--- src/rtl/hpu_pkg.sv ---
// hpu_pkg: shared definitions for the HPU control/status register block.
//   - byte offsets of the register map
//   - AXI-Lite slave FSM state encodings
//   - CTRL / STATUS bit positions
//   - register-select enum used by the decode / readback path
//   - apply_strb(): byte-lane merge for strobed writes
package hpu_pkg;

  localparam int unsigned CTRL_OFS    = 'h00;
  localparam int unsigned STATUS_OFS  = 'h04;
  localparam int unsigned ADDR_I_OFS  = 'h08;
  localparam int unsigned ADDR_J_OFS  = 'h0C;
  localparam int unsigned SCRATCH_OFS = 'h10;
  localparam int unsigned ITEM_OFS    = 'h14;
  localparam int unsigned VERSION_OFS = 'h18;

  localparam int CTRL_MATW = 0;
  localparam int CTRL_RUN  = 1;
  localparam int CTRL_LAST = 2;
  localparam int CTRL_IE   = 3;

  localparam int STAT_DONE = 0;
  localparam int STAT_MATW = 1;

  typedef enum logic [3:0] {
    INI = 4'b0000,
    AW  = 4'b0001,
    W   = 4'b0010,
    AWW = 4'b0011,
    AR1 = 4'b0100,
    AR2 = 4'b1000
  } axil_state_e;

  // SEL_NONE doubles as the index of the all-zero readback slot.
  typedef enum logic [2:0] {
    SEL_CTRL, SEL_STATUS, SEL_ADDR_I, SEL_ADDR_J,
    SEL_SCRATCH, SEL_ITEM, SEL_VERSION, SEL_NONE
  } reg_sel_e;

  function automatic logic [31:0] apply_strb(input logic [31:0] cur,
                                             input logic [31:0] wd,
                                             input logic [3:0]  strb);
    logic [31:0] r;
    for (int b = 0; b < 4; b++)
      r[b*8 +: 8] = strb[b] ? wd[b*8 +: 8] : cur[b*8 +: 8];
    return r;
  endfunction

endpackage

--- src/rtl/hpu_axil_fsm.sv ---
// hpu_axil_fsm: AXI4-Lite slave handshake FSM for hpu_ctrl_regs.
//   clk, rst             : clock, async active-high reset
//   s_axi_aw*/w*/b*      : write address / data / response channels
//   s_axi_ar*/r*         : read address channel, rvalid/rready
//   reg_wr,wr_addr/data/strb : one-cycle write strobe, asserted on the
//                          cycle whose edge enters AWW (registers update there)
//   reg_rd,rd_addr       : one-cycle read strobe in AR1 (rdata captured there)
module hpu_axil_fsm
  import hpu_pkg::*;
#(
  parameter int ADDR_W = 12
) (
  input  logic              clk,
  input  logic              rst,
  input  logic [ADDR_W-1:0] s_axi_awaddr,
  input  logic              s_axi_awvalid,
  output logic              s_axi_awready,
  input  logic [31:0]       s_axi_wdata,
  input  logic [3:0]        s_axi_wstrb,
  input  logic              s_axi_wvalid,
  output logic              s_axi_wready,
  output logic              s_axi_bvalid,
  input  logic              s_axi_bready,
  input  logic [ADDR_W-1:0] s_axi_araddr,
  input  logic              s_axi_arvalid,
  output logic              s_axi_arready,
  output logic              s_axi_rvalid,
  input  logic              s_axi_rready,
  output logic              reg_wr,
  output logic [ADDR_W-1:0] wr_addr,
  output logic [31:0]       wr_data,
  output logic [3:0]        wr_strb,
  output logic              reg_rd,
  output logic [ADDR_W-1:0] rd_addr
);

  axil_state_e state, nxt;
  logic [ADDR_W-1:0] awaddr_q, araddr_q;
  logic [31:0]       wdata_q;
  logic [3:0]        wstrb_q;

  always_ff @(posedge clk or posedge rst) begin
    if (rst) state <= INI;
    else     state <= nxt;
  end

  always_comb begin
    nxt           = state;
    s_axi_awready = 1'b0;
    s_axi_wready  = 1'b0;
    s_axi_arready = 1'b0;
    s_axi_bvalid  = 1'b0;
    s_axi_rvalid  = 1'b0;
    reg_wr        = 1'b0;
    reg_rd        = 1'b0;
    case (state)
      INI: begin
        s_axi_awready = 1'b1;
        s_axi_wready  = 1'b1;
        // A pending write wins arbitration; hold arready low so the losing
        // read sees no handshake and simply stays pending.
        s_axi_arready = !s_axi_awvalid && !s_axi_wvalid;
        if (s_axi_awvalid && s_axi_wvalid) begin
          nxt    = AWW;
          reg_wr = 1'b1;
        end
        else if (s_axi_awvalid) nxt = AW;
        else if (s_axi_wvalid)  nxt = W;
        else if (s_axi_arvalid) nxt = AR1;
      end
      AW: begin
        s_axi_wready = 1'b1;
        if (s_axi_wvalid) begin
          nxt    = AWW;
          reg_wr = 1'b1;
        end
      end
      W: begin
        s_axi_awready = 1'b1;
        if (s_axi_awvalid) begin
          nxt    = AWW;
          reg_wr = 1'b1;
        end
      end
      AWW: begin
        s_axi_bvalid = 1'b1;
        if (s_axi_bready) nxt = INI;
      end
      AR1: begin
        reg_rd = 1'b1;
        nxt    = AR2;
      end
      AR2: begin
        s_axi_rvalid = 1'b1;
        if (s_axi_rready) nxt = INI;
      end
      default: nxt = INI;
    endcase
  end

  // Half-arrived writes are parked here; the completing beat comes live.
  always_ff @(posedge clk) begin
    if (state == INI && s_axi_awvalid) awaddr_q <= s_axi_awaddr;
    if (state == INI && s_axi_wvalid) begin
      wdata_q <= s_axi_wdata;
      wstrb_q <= s_axi_wstrb;
    end
    if (s_axi_arvalid && s_axi_arready) araddr_q <= s_axi_araddr;
  end

  assign wr_addr = (state == AW) ? awaddr_q : s_axi_awaddr;
  assign wr_data = (state == W)  ? wdata_q  : s_axi_wdata;
  assign wr_strb = (state == W)  ? wstrb_q  : s_axi_wstrb;
  assign rd_addr = araddr_q;

endmodule

--- src/rtl/hpu_ctrl_regs.sv ---
// hpu_ctrl_regs: AXI4-Lite control/status registers for the HPU top level.
//   clk, rst          : sole clock, async active-high reset
//   s_axi_*           : AXI4-Lite slave (bresp/rresp always OKAY)
//   mat_cnt           : item-memory write counter; matw self-clears when
//                       it reaches item_num
//   s_fin             : completion pulse, sets the sticky STATUS.done
//   run/matw/last     : CTRL bits
//   addr_i/addr_j     : loop bounds, item_num : item-memory fill count
//   irq               : done & ie, registered (HPU_IRQ_EN), else tied 0
// Build option: define HPU_IRQ_EN to enable CTRL.ie and the interrupt.
module hpu_ctrl_regs
  import hpu_pkg::*;
#(
  parameter int          ADDR_W   = 12,
  parameter int          IDX_W    = 20,
  parameter int          CNT_W    = 16,
  parameter int          I_RST    = 7,
  parameter int          J_RST    = 2,
  parameter int          ITEM_RST = 100,
  parameter logic [31:0] VERSION  = 32'h0001_0000
) (
  input  logic              clk,
  input  logic              rst,
  input  logic [ADDR_W-1:0] s_axi_awaddr,
  input  logic              s_axi_awvalid,
  output logic              s_axi_awready,
  input  logic [31:0]       s_axi_wdata,
  input  logic [3:0]        s_axi_wstrb,
  input  logic              s_axi_wvalid,
  output logic              s_axi_wready,
  output logic [1:0]        s_axi_bresp,
  output logic              s_axi_bvalid,
  input  logic              s_axi_bready,
  input  logic [ADDR_W-1:0] s_axi_araddr,
  input  logic              s_axi_arvalid,
  output logic              s_axi_arready,
  output logic [31:0]       s_axi_rdata,
  output logic [1:0]        s_axi_rresp,
  output logic              s_axi_rvalid,
  input  logic              s_axi_rready,
  input  logic [CNT_W-1:0]  mat_cnt,
  input  logic              s_fin,
  output logic              run,
  output logic              matw,
  output logic              last,
  output logic [IDX_W-1:0]  addr_i,
  output logic [IDX_W-1:0]  addr_j,
  output logic [CNT_W-1:0]  item_num,
  output logic              irq
);

  localparam int LO_W = ADDR_W - 2;

  logic              reg_wr, reg_rd;
  logic [ADDR_W-1:0] wr_addr, rd_addr;
  logic [31:0]       wr_data, wr_val, scratch;
  logic [3:0]        wr_strb;
  logic              done, ie;
  reg_sel_e          wr_sel, rd_sel;
  logic [7:0][31:0]  regs_v;

  hpu_axil_fsm #(.ADDR_W(ADDR_W)) u_fsm (
    .clk(clk), .rst(rst),
    .s_axi_awaddr(s_axi_awaddr), .s_axi_awvalid(s_axi_awvalid), .s_axi_awready(s_axi_awready),
    .s_axi_wdata(s_axi_wdata), .s_axi_wstrb(s_axi_wstrb), .s_axi_wvalid(s_axi_wvalid),
    .s_axi_wready(s_axi_wready), .s_axi_bvalid(s_axi_bvalid), .s_axi_bready(s_axi_bready),
    .s_axi_araddr(s_axi_araddr), .s_axi_arvalid(s_axi_arvalid), .s_axi_arready(s_axi_arready),
    .s_axi_rvalid(s_axi_rvalid), .s_axi_rready(s_axi_rready),
    .reg_wr(reg_wr), .wr_addr(wr_addr), .wr_data(wr_data), .wr_strb(wr_strb),
    .reg_rd(reg_rd), .rd_addr(rd_addr)
  );

  assign s_axi_bresp = 2'b00;
  assign s_axi_rresp = 2'b00;

  // Top two address bits must be zero; the rest must match an offset exactly.
  function automatic reg_sel_e decode(input logic [ADDR_W-1:0] a);
    reg_sel_e s;
    s = SEL_NONE;
    if (a[ADDR_W-1 -: 2] == 2'b00) begin
      case (a[LO_W-1:0])
        LO_W'(CTRL_OFS):    s = SEL_CTRL;
        LO_W'(STATUS_OFS):  s = SEL_STATUS;
        LO_W'(ADDR_I_OFS):  s = SEL_ADDR_I;
        LO_W'(ADDR_J_OFS):  s = SEL_ADDR_J;
        LO_W'(SCRATCH_OFS): s = SEL_SCRATCH;
        LO_W'(ITEM_OFS):    s = SEL_ITEM;
        LO_W'(VERSION_OFS): s = SEL_VERSION;
        default:            s = SEL_NONE;
      endcase
    end
    return s;
  endfunction

  assign wr_sel = decode(wr_addr);
  assign rd_sel = decode(rd_addr);

  // 32-bit view of every register; serves readback and strobe merging.
  always_comb begin
    regs_v                       = '0;
    regs_v[SEL_CTRL][CTRL_MATW]  = matw;
    regs_v[SEL_CTRL][CTRL_RUN]   = run;
    regs_v[SEL_CTRL][CTRL_LAST]  = last;
    regs_v[SEL_CTRL][CTRL_IE]    = ie;
    regs_v[SEL_STATUS][STAT_DONE] = done;
    regs_v[SEL_STATUS][STAT_MATW] = matw;
    regs_v[SEL_ADDR_I]           = 32'(addr_i);
    regs_v[SEL_ADDR_J]           = 32'(addr_j);
    regs_v[SEL_SCRATCH]          = scratch;
    regs_v[SEL_ITEM]             = 32'(item_num);
    regs_v[SEL_VERSION]          = VERSION;
  end

  assign wr_val = apply_strb(regs_v[wr_sel], wr_data, wr_strb);

  always_ff @(posedge clk or posedge rst) begin
    if (rst) begin
      run      <= 1'b0;
      matw     <= 1'b0;
      last     <= 1'b0;
      done     <= 1'b0;
      scratch  <= '0;
      addr_i   <= IDX_W'(I_RST);
      addr_j   <= IDX_W'(J_RST);
      item_num <= CNT_W'(ITEM_RST);
      s_axi_rdata <= '0;
`ifdef HPU_IRQ_EN
      ie       <= 1'b0;
`endif
    end
    else begin
      // Auto-clear first so a same-cycle CTRL write below overrides it.
      if (matw && mat_cnt == item_num) matw <= 1'b0;

      if (reg_wr) begin
        case (wr_sel)
          SEL_CTRL: if (wr_strb[0]) begin
            matw <= wr_data[CTRL_MATW];
            run  <= wr_data[CTRL_RUN];
            last <= wr_data[CTRL_LAST];
`ifdef HPU_IRQ_EN
            ie   <= wr_data[CTRL_IE];
`endif
          end
          SEL_ADDR_I:  addr_i   <= wr_val[IDX_W-1:0];
          SEL_ADDR_J:  addr_j   <= wr_val[IDX_W-1:0];
          SEL_SCRATCH: scratch  <= wr_val;
          SEL_ITEM:    item_num <= wr_val[CNT_W-1:0];
          default: ;
        endcase
      end

      // Sticky done: a completion pulse beats a coincident W1C.
      if (s_fin)
        done <= 1'b1;
      else if (reg_wr && wr_sel == SEL_STATUS && wr_strb[0] && wr_data[STAT_DONE])
        done <= 1'b0;

      if (reg_rd) s_axi_rdata <= regs_v[rd_sel];
    end
  end

`ifdef HPU_IRQ_EN
  always_ff @(posedge clk or posedge rst) begin
    if (rst) irq <= 1'b0;
    else     irq <= done & ie;
  end
`else
  assign ie  = 1'b0;
  assign irq = 1'b0;
`endif

endmodule
--- config.mk ---
export PLATFORM = sky130hd
export DESIGN_NAME = hpu_ctrl_regs
export DESIGN_NICKNAME = d
export VERILOG_FILES = /design/src/rtl/hpu_pkg.sv /design/src/rtl/hpu_axil_fsm.sv /design/src/rtl/hpu_ctrl_regs.sv
export SDC_FILE = /design/constraint.sdc
export NUM_CORES = 1
export LEC_CHECK = 0
export BUFFER_PORTS_ARGS = -buffer_cell sky130_fd_sc_hd__buf_2
export CORE_AREA = 2 2 133 135
export CTS_CLUSTER_SIZE = 28
export DETAILED_ROUTE_END_ITERATION = 16
export DIE_AREA = 0 0 135 137
export GPL_ROUTABILITY_DRIVEN = 0
export PLACE_DENSITY = 0.77
export SLEW_MARGIN = 40
export SYNTH_ARGS = -nofsm -noshare
export SYNTH_HDL_FRONTEND = slang
export SYNTH_HIERARCHICAL = 1
export SYNTH_SLANG_ARGS = --single-unit
--- constraint.sdc ---
create_clock -name clk -period 4.2 [get_ports clk]
set_input_delay 0 -clock clk [delete_from_list [all_inputs] [get_ports clk]]
set_output_delay 0 -clock clk [all_outputs]
set_load 0.02 [all_outputs]
==> run summary <==
clock power share -> 33.8%
core area -> 17100 um^2
setup violators final -> 0
# diodes -> 0
YS warnings -> 6
share of cells above drive strength 1 -> 35.7%
clk buf depth -> 2
most frequent cells after synthesis -> dfrtp_1 (121), mux2_2 (90), edfxtp_1 (60), mux2i_1 (54), a21oi_1 (50)
io pins -> 185
flops & latches, synth -> 188
Synth Flop Type -> dfrtp_1
Final nets -> 1075
fin area -> 11600 um^2
met2 wire len -> 12200 um
endpoints failing hold -> 0
highest metal used -> met4
Routed met1 length -> 10900 um
Row Count -> 48
syn avg cell area -> 12.3 um^2
Post-DRT Antenna Nets -> 0
Yosys top cell by area -> dfrtp_1
Slew headroom -> 52.1%
RSZ-0062 raised after global routing -> no
critical path class -> reg -> reg
CP Buf/Inv Count -> 2
leading post-synthesis cells by cell area -> dfrtp_1 (33%), edfxtp_1 (19%), mux2_2 (11%)
CP delay by family, top -> simple AND/OR/NAND/NOR gates
post-route minimum period -> 3.40 ns
Switching Fraction -> 30.9%
largest net degree at the start of global routing -> 69
Final Max Tran Viols -> 0
placed instance count -> 1130
Peak Freq -> 0.294 GHz
crit share post-route -> 81.0%
Post-synth EDFFs -> 60
top-area cell type share of the netlist area -> 32.6%
status -> completed
met3 WL post-DR -> 2310 um
Max-Cap Viols -> 0
placed cell area -> 10400 um^2
Clk Latency, worst-skew pair -> 0.44 ns
DRC Markers -> 0
H-tree depth -> 4
total gr overflow -> 0
first-pass GRT wire length -> 40500 um
initial cell density of the core -> 54.4%
synth-to-layout area growth -> 25.2%
vias in the first global route -> 7278
FFs w/ async S/R, synth -> 68.1%
vias post-DR -> 7390
Sum Neg Setup Slack -> 0 ns
Worst-path clk slew -> 0.07 ns
initial antenna violation count -> 0
TritonCTS Sinks -> 188
non-filler cells, final -> 1229
Crit-path slowest cell -> nand4_1
Critical Path End Type -> flop
worst slew pin tran -> 0.700 ns
DRT Pass-1 Iters -> 6
width of the die -> 135 um
CP arrival -> 3.70 ns
synth unique cells -> 67
TritonCTS buffer count -> 17
crit-path cells -> nor4b_2 > buf_4 > mux2_2 > nor2b_1 > nand4_1 > buf_4 > o21ai_0 > o21ai_0
CP peak stage delay -> 0.54 ns
All-Layer GR Usage -> 28.8%
Post-Syn Area -> 9280 um^2
leak pwr -> 5.15 nW
Net Switching -> 1.50 mW
routed vias/inst -> 6.01
Worst Setup Start Kind -> flop
dpl hpwl -> 17400 um
Root Buffer -> clkbuf_16
drt initial violations -> 664
final core utilization -> 68.1%
area of the die -> 18500 um^2
CP max FO -> 17
Cells after Synth -> 752
Die Height -> 137 um
most frequent cell after synthesis -> dfrtp_1
VDD IR max -> 0.296 mV
Hold Path Class -> in -> async
Layout Skew -> 0.0111 ns
Worst EP required -> 4.50 ns
part of the Yosys area used for sequential elements -> 54.0%
PD cells -> 416 nW/um^2
sequential power share -> 42.4%
CTS tree -> done
final WL -> 26100 um
Min Hold Slack -> 0.0349 ns
Logic pwr share -> 23.8%
internal power -> 3.34 mW
WL/cell -> 21.2 um
IO Port Bufs -> 179
registers in the layout, summed over array words and instances (netlist names):
| signal | cells |
|---|---|
| item_num | 16 |
| u_fsm/state | 4 |
| run | 1 |
| addr_j | 20 |
| done | 1 |
| u_fsm/wdata_q | 32 |
| u_fsm/wstrb_q | 4 |
| addr_i | 20 |
| matw | 1 |
| scratch | 32 |
| last | 1 |
| s_axi_rdata | 32 |
| u_fsm/awaddr_q | 12 |
| u_fsm/rd_addr | 12 |
tightest hold or removal path, stage by stage:
cell	delay, ns
dlygate4sd3_1	0.53
buf_2	0.15
inv_1	0.15
cell type report:
cell class	count	area [um^2]
Clock buffer	18	450
Sequential cell	188	5010
Multi-Input combinational cell	506	3960
Fill cell	1260	5430
Inverter	10	42.5
Tap cell	225	282
Timing Repair Buffer	268	1730
Clock inverter	14	143
path summary, 6_finish.rpt:
check,startpoint,to,slack (ns),depth (start not counted)
min in group clk,mat_cnt[0],matw$_DFF_PP0_,0.09,5
hold reg to reg,scratch[20]$_DFFE_PP0P_,s_axi_rdata[20]$_DFFE_PP0P_,0.49,1
setup / recovery,u_fsm/state[1]$_DFFE_PP0P_,addr_i[17]$_DFFE_PP0P_,0.80,8
hold / removal,rst,u_fsm/state[2]$_DFFE_PP0P_,0.03,3
setup reg to reg,u_fsm/state[1]$_DFFE_PP0P_,addr_i[17]$_DFFE_PP0P_,0.80,8
max in group asynchronous,rst,addr_i[2]$_DFFE_PP1P_,3.09,4
cell usage in the layout, fill, tap and decap left out, types with 9 or more instances in the layout:
cell             n
dfrtp_1        121
buf_4           22
o221ai_1         9
xnor2_1         16
edfxtp_1        60
nand4_1         14
dlygate4sd3_1   67
mux2i_1         54
a22o_1          13
inv_1            9
o21ai_0         28
a21oi_1         50
nand2_1         46
mux2_2          90
clkbuf_16       18
nor2_1          42
o22a_1          11
buf_2          179
nand2b_1        16
kinds of logic after synthesis:
logic type             count (synthesis)  synth area share (%)
flip-flops                           188                  54.0
AND/OR/NAND/NOR                      182                  11.7
AO/OA/AOI/OAI                        154                  11.4
multiplexers                         149                  17.7
buffers and inverters                 62                  3.68
XOR/XNOR                              16                  1.51
other                                  1                0.0404
through the flow:
stage | total power [mW] | setup slack, ns
floorplan | 2.89 | 0.912
global placement | 3.14 | 0.916
detailed placement | 3.16 | 0.879
CTS | 4.83 | 0.856
global route | 5.01 | 0.547
finish | 4.84 | 0.800
what timing repair did:
action                                 CTS  global route
gates resized for setup                  0             0
setup buffers                            0             0
hold buffers                            67             0
endpoints found under the hold margin  144             0
power groups by stage:
| stage | Sequential, mW | Combinational (mW) | Clock [mW] |
|---|---|---|---|
| 2_1_floorplan | 2.07 | 0.818 | 0 |
| 3_3_place_gp | 2.08 | 1.06 | 0 |
| 3_5_place_dp | 2.08 | 1.08 | 0 |
| 4_1_cts | 2.05 | 1.14 | 1.64 |
| 5_1_grt | 2.06 | 1.24 | 1.72 |
| 6_report | 2.05 | 1.15 | 1.63 |
layer usage:
layer	up-vias	GRT usage, %
met2	409	45.7
met3	64	6.56
met1	3624	39.1
li1	3293	-
met5	-	0
met4	0	10.4
(Power assumes the default switching activity.)
